`src/rtl/demux_8_1_gate.sv`:
```
// 1-to-8 gate-level demultiplexer with a registered copy of the outputs
// and sticky per-channel activity flags for status readback.
module demux_8_1_gate (
  input  logic       clk,
  input  logic       rst,
  input  logic       D,
  input  logic [2:0] S,
  output logic       Y0,
  output logic       Y1,
  output logic       Y2,
  output logic       Y3,
  output logic       Y4,
  output logic       Y5,
  output logic       Y6,
  output logic       Y7,
  output logic [7:0] y_q,
  output logic [7:0] hit
);

  logic s2_n;
  logic s1_n;
  logic s0_n;
  logic [7:0] y_vec;

  assign s2_n = ~S[2];
  assign s1_n = ~S[1];
  assign s0_n = ~S[0];

  // Each output is D gated by its select minterm; no clock or reset involvement.
  assign Y0 = D & s2_n & s1_n & s0_n;
  assign Y1 = D & s2_n & s1_n & S[0];
  assign Y2 = D & s2_n & S[1] & s0_n;
  assign Y3 = D & s2_n & S[1] & S[0];
  assign Y4 = D & S[2] & s1_n & s0_n;
  assign Y5 = D & S[2] & s1_n & S[0];
  assign Y6 = D & S[2] & S[1] & s0_n;
  assign Y7 = D & S[2] & S[1] & S[0];

  assign y_vec = {Y7, Y6, Y5, Y4, Y3, Y2, Y1, Y0};

  always_ff @(posedge clk) begin
    if (rst) begin
      y_q <= 8'h00;
      hit <= 8'h00;
    end else begin
      y_q <= y_vec;
      hit <= hit | y_vec;
    end
  end

endmodule

```
`config.mk`:
```
export PLATFORM = sky130hd
export DESIGN_NAME = demux_8_1_gate
export DESIGN_NICKNAME = d
export VERILOG_FILES = /design/src/rtl/demux_8_1_gate.sv
export SDC_FILE = /design/constraint.sdc
export NUM_CORES = 1
export LEC_CHECK = 0
export ABC_AREA = 1
export BUFFER_PORTS_ARGS = -buffer_cell sky130_fd_sc_hd__buf_4
export CORE_MARGIN = 1
export CORE_UTILIZATION = 30
export DETAILED_ROUTE_END_ITERATION = 10
export GPL_ROUTABILITY_DRIVEN = 0
export MAX_ROUTING_LAYER = met4
export PLACE_DENSITY = 0.63
export SLEW_MARGIN = 10
export SYNTH_ARGS = -nofsm -noshare
export SYNTH_HDL_FRONTEND = slang
export SYNTH_SLANG_ARGS = --single-unit
```
`constraint.sdc`:
```
create_clock -name clk -period 0.8 [get_ports clk]
set_input_delay 0.12 -clock clk [delete_from_list [all_inputs] [get_ports clk]]
set_output_delay 0.12 -clock clk [all_outputs]
set_load 0.05 [all_outputs]
```
-- Yosys cells after proc, flatten, opt, wreduce, memory -nomap -nowiden
Index checks and enable logic that the tools add are counted.
- register bits: 16
- bitwise gates (word level): 18
- operators with widths (kind ; count):
    1-bit AND ; 14
    8-bit OR ; 1
    1-bit NOT ; 3

-- Depth between registers and ports, before layout
- word-level depth: 5
- mapped depth: 5

-- Worst setup path after synthesis
OpenSTA, ideal clock, no wires.
- kind: input-to-output
- start point: input port S[0]
- end point: output port Y1
- arrival: 1.014 ns
- required time: 0.680 ns
- setup slack: -0.334 ns
- stages on the path: 3
- path buffers: 1
- cell sequence: buf_6 > clkinv_2 > nor2_1
- word-level cells in the longest chain between the ends: 1
- ends and longest elaborated chain (item ; RTL line ; RTL):
    start, declared ; 7 ; input logic [2:0] S,
    1-bit AND ; 31 ; assign Y1 = D & s2_n & s1_n & S[0];
    end, declared ; 9 ; output logic Y1,
Every way passes these cells.

-- Worst setup path after layout
- start point: register hit[7]
- end point: output port hit[7]
- RTL lines (item ; RTL line ; RTL):
    start, declared ; 17 ; output logic [7:0] hit
    start signal, assigned ; 47 ; hit <= hit | y_vec;
No word-level cell between the ends.

==> out/metrics.yaml <==
logic_synthesis:
  ys_seq_elements: 16
  synth_area_um2: 592
  ys.flop_type: "dfxtp_1"
  synth-edff-count: 0
  syn_inst: 69
  yosysTopAreaCell: "dfxtp_1"
  synthArstFlopShare: 0
  yosys.cell_count.top_type: "nand2_1"
  synth_area_leaders: "dfxtp_1 (54%), nand2_1 (11%), inv_1 (5.7%)"
  yosysWarnings: 0
  syn_nets: 75
  yosys.area.top_type_share: 0.541
  yosysSeqAreaShare: 0.541
  ys_types: 13
  yosys-top-cells-count: "nand2_1 (17), dfxtp_1 (16), inv_1 (9), nor2_1 (7)"
  synth_area_per_cell_um2: 8.58
place:
  io_buffers: 29
  dpl.hpwl_um: 948
  dp_cells: 126
layout:
  area_delta_synth_final_pct: 109
  layout-drive-gt1-share: 0.734
  final_core_util: 0.693
  n_antenna_cell: 0
  nets: 116
  fill_cells: 126
  fin_cells: 134
worst_setup_path:
  cp_max_fo: 2
  start_kind: "flip-flop"
  rr_endpoint: "hit[0]"
  r2r_start: "hit[0]"
  regToRegSetupSlack_ns: 0.13
  endpoint_kind: "output port"
  crit_family: "flip-flops"
  crit_slowest_cell: "dfxtp_2"
  cp.required_ns: 0.68
  crit_path_max_incr_delay_ns: 0.35
  setup.worst_path.class: "reg2out"
  reg2reg_depth: 3
  critical_path_buf_inv_count: 1
  worst_ep_arrival_time_ns: 0.78
  crit_chain: "buf_8"
pwr:
  power_density_nw_per_um2: 1430
  leakage_uw: 0.000621
  peakVddDrop_v: 0.00110
detailed_routing:
  vias: 578
  avgViaCountPerCell: 4.31
  drcViolationCount: 0
  wirelength_mm: 1.47
  drt_pass1_iterations: 3
  drt_iter0_drc: 3
  wire_per_inst_um: 11.0
  antenna_left: 0
timing:
  setup_viol: 22
  relSlewSlack: 0.873
  worst_slack_ns: -0.103
  min_period_ns: 0.903
  finalCritPeriodShare: 1.13
  finalClockSkew_ns: 0
  hold_viol_final: 0
  fmax_mhz: 1110
  tightest_slew_ns: 0.191
  grt_setup_unrepaired: "true"
  slew_viol_final: 0
global_route:
  grt_remaining_overflow: 0
  antenna_found_initial: 0
  grt_first_pass_wirelength_mm: 2.46
  grt_pass1_vias: 547
  grt_usage: 0.172
  grt_max_degree: 17
floorplan:
  die_h_um: 46.4
  design.core.area_um2: 1780
  dieWidth_um: 46.4
  row_count: 15
  initial_utilization: 0.332
  io_pins: 30
  die_area_um2: 2150
outcome:
  status: "complete, but fails checks"
  violations: "setup timing"
hold_path:
  hold_path.class: "in2reg"
  min_path_cells: 4
  holdPathEnd: "y_q[1]"
  hold_start: "S[2]"
job:
  drv_cap: 0
clock_network:
  clock_path_buffers: 2
  clkSlewWorstSetupHoldPaths_ns: 0.08
  cts_hold_buf: 0
  clk_latency_ns: 0.28
  cts_tree: "yes"
  cts_made_buffers: 3
  htree_levels: 1
  cts.sinks: 16
  root_buffer: "clkbuf_4"
cell type report:
class	instances	area [um^2]	area share
timing repair buffer	38	487	0.394
sequential	16	340	0.275
multi-input combinational	39	279	0.226
inverter	12	62.6	0.0506
clock buffer	4	36.3	0.0294
tap	25	31.3	0.0253
layer usage:
layer	global-route usage	share of wire	vias up
met5	-	0	-
met4	0.0882	0.012	0
met3	0.0588	0.047	2
met2	0.286	0.57	16
met1	0.176	0.37	270
li1	-	-	290
state kept, by name (all words and copies together) (netlist names):
register,count
hit,8
y_q,8
per-stage QoR:
stage / area [um^2] / setup TNS (ns) / total power (uW) / worst slack [ns] / hold WS, ns
2_1_floorplan: 674 / -0.178 / 1070 / -0.0620 / 0.290
3_3_place_gp: 958 / -1.09 / 1180 / -0.188 / 0.430
3_5_place_dp: 958 / -1.15 / 1190 / -0.201 / 0.434
4_1_cts: 1180 / -1.81 / 1770 / -0.117 / 0.102
5_1_grt: 1240 / -2.53 / 1860 / -0.147 / 0.156
6_report: 1240 / -1.68 / 1770 / -0.103 / 0.132
cell families after synthesis:
kind of cell           Yosys count  share of synthesized area
buffers and inverters           14                      0.110
and+or+nand+nor                 39                      0.349
DFF                             16                      0.541
worst min-delay path: cells and delay by family:
kind                   cells  cell delay [ns]
AND/OR/NAND/NOR            2             0.14
buffers and inverters      2             0.12
repair_timing:
| action | in CTS | in global routing |
|---|---|---|
| pin swaps | 7 | 3 |
| gates resized for setup | 51 | 12 |
| setup buffers | 3 | 1 |
| endpoints found under the setup margin | 24 | 24 |
power breakdown:
part	switching, uW	leakage [uW]	internal, uW
Sequential	16.2	0.000137	822
Clock	233	0.0000210	277
Combinational	243	0.000462	177
Total	493	0.000621	1280
worst max-delay path by stage:
stage	startpoint	slack, ns	end	cells after the start
floorplan	D	-0.06	Y0	4
global placement	S[2]	-0.19	Y1	5
detailed placement	S[2]	-0.20	Y1	5
CTS	hit[5]	-0.12	hit[5]	1
global route	hit[5]	-0.15	hit[5]	1
finish	hit[7]	-0.10	hit[7]	1
cell usage in the layout, fill, tap and decap left out:
| cell type | count |
|---|---|
| buf_12 | 2 |
| buf_4 | 5 |
| buf_6 | 15 |
| buf_8 | 16 |
| clkbuf_4 | 3 |
| clkbuf_8 | 1 |
| clkinv_8 | 1 |
| dfxtp_2 | 16 |
| inv_1 | 7 |
| inv_2 | 2 |
| inv_4 | 2 |
| nand2_1 | 15 |
| nand2_2 | 4 |
| nand2_4 | 2 |
| nand3_1 | 2 |
| nand3_4 | 2 |
| nand4_1 | 4 |
| nor2_1 | 1 |
| nor2_4 | 9 |
Power figures use the tool's default switching activity.
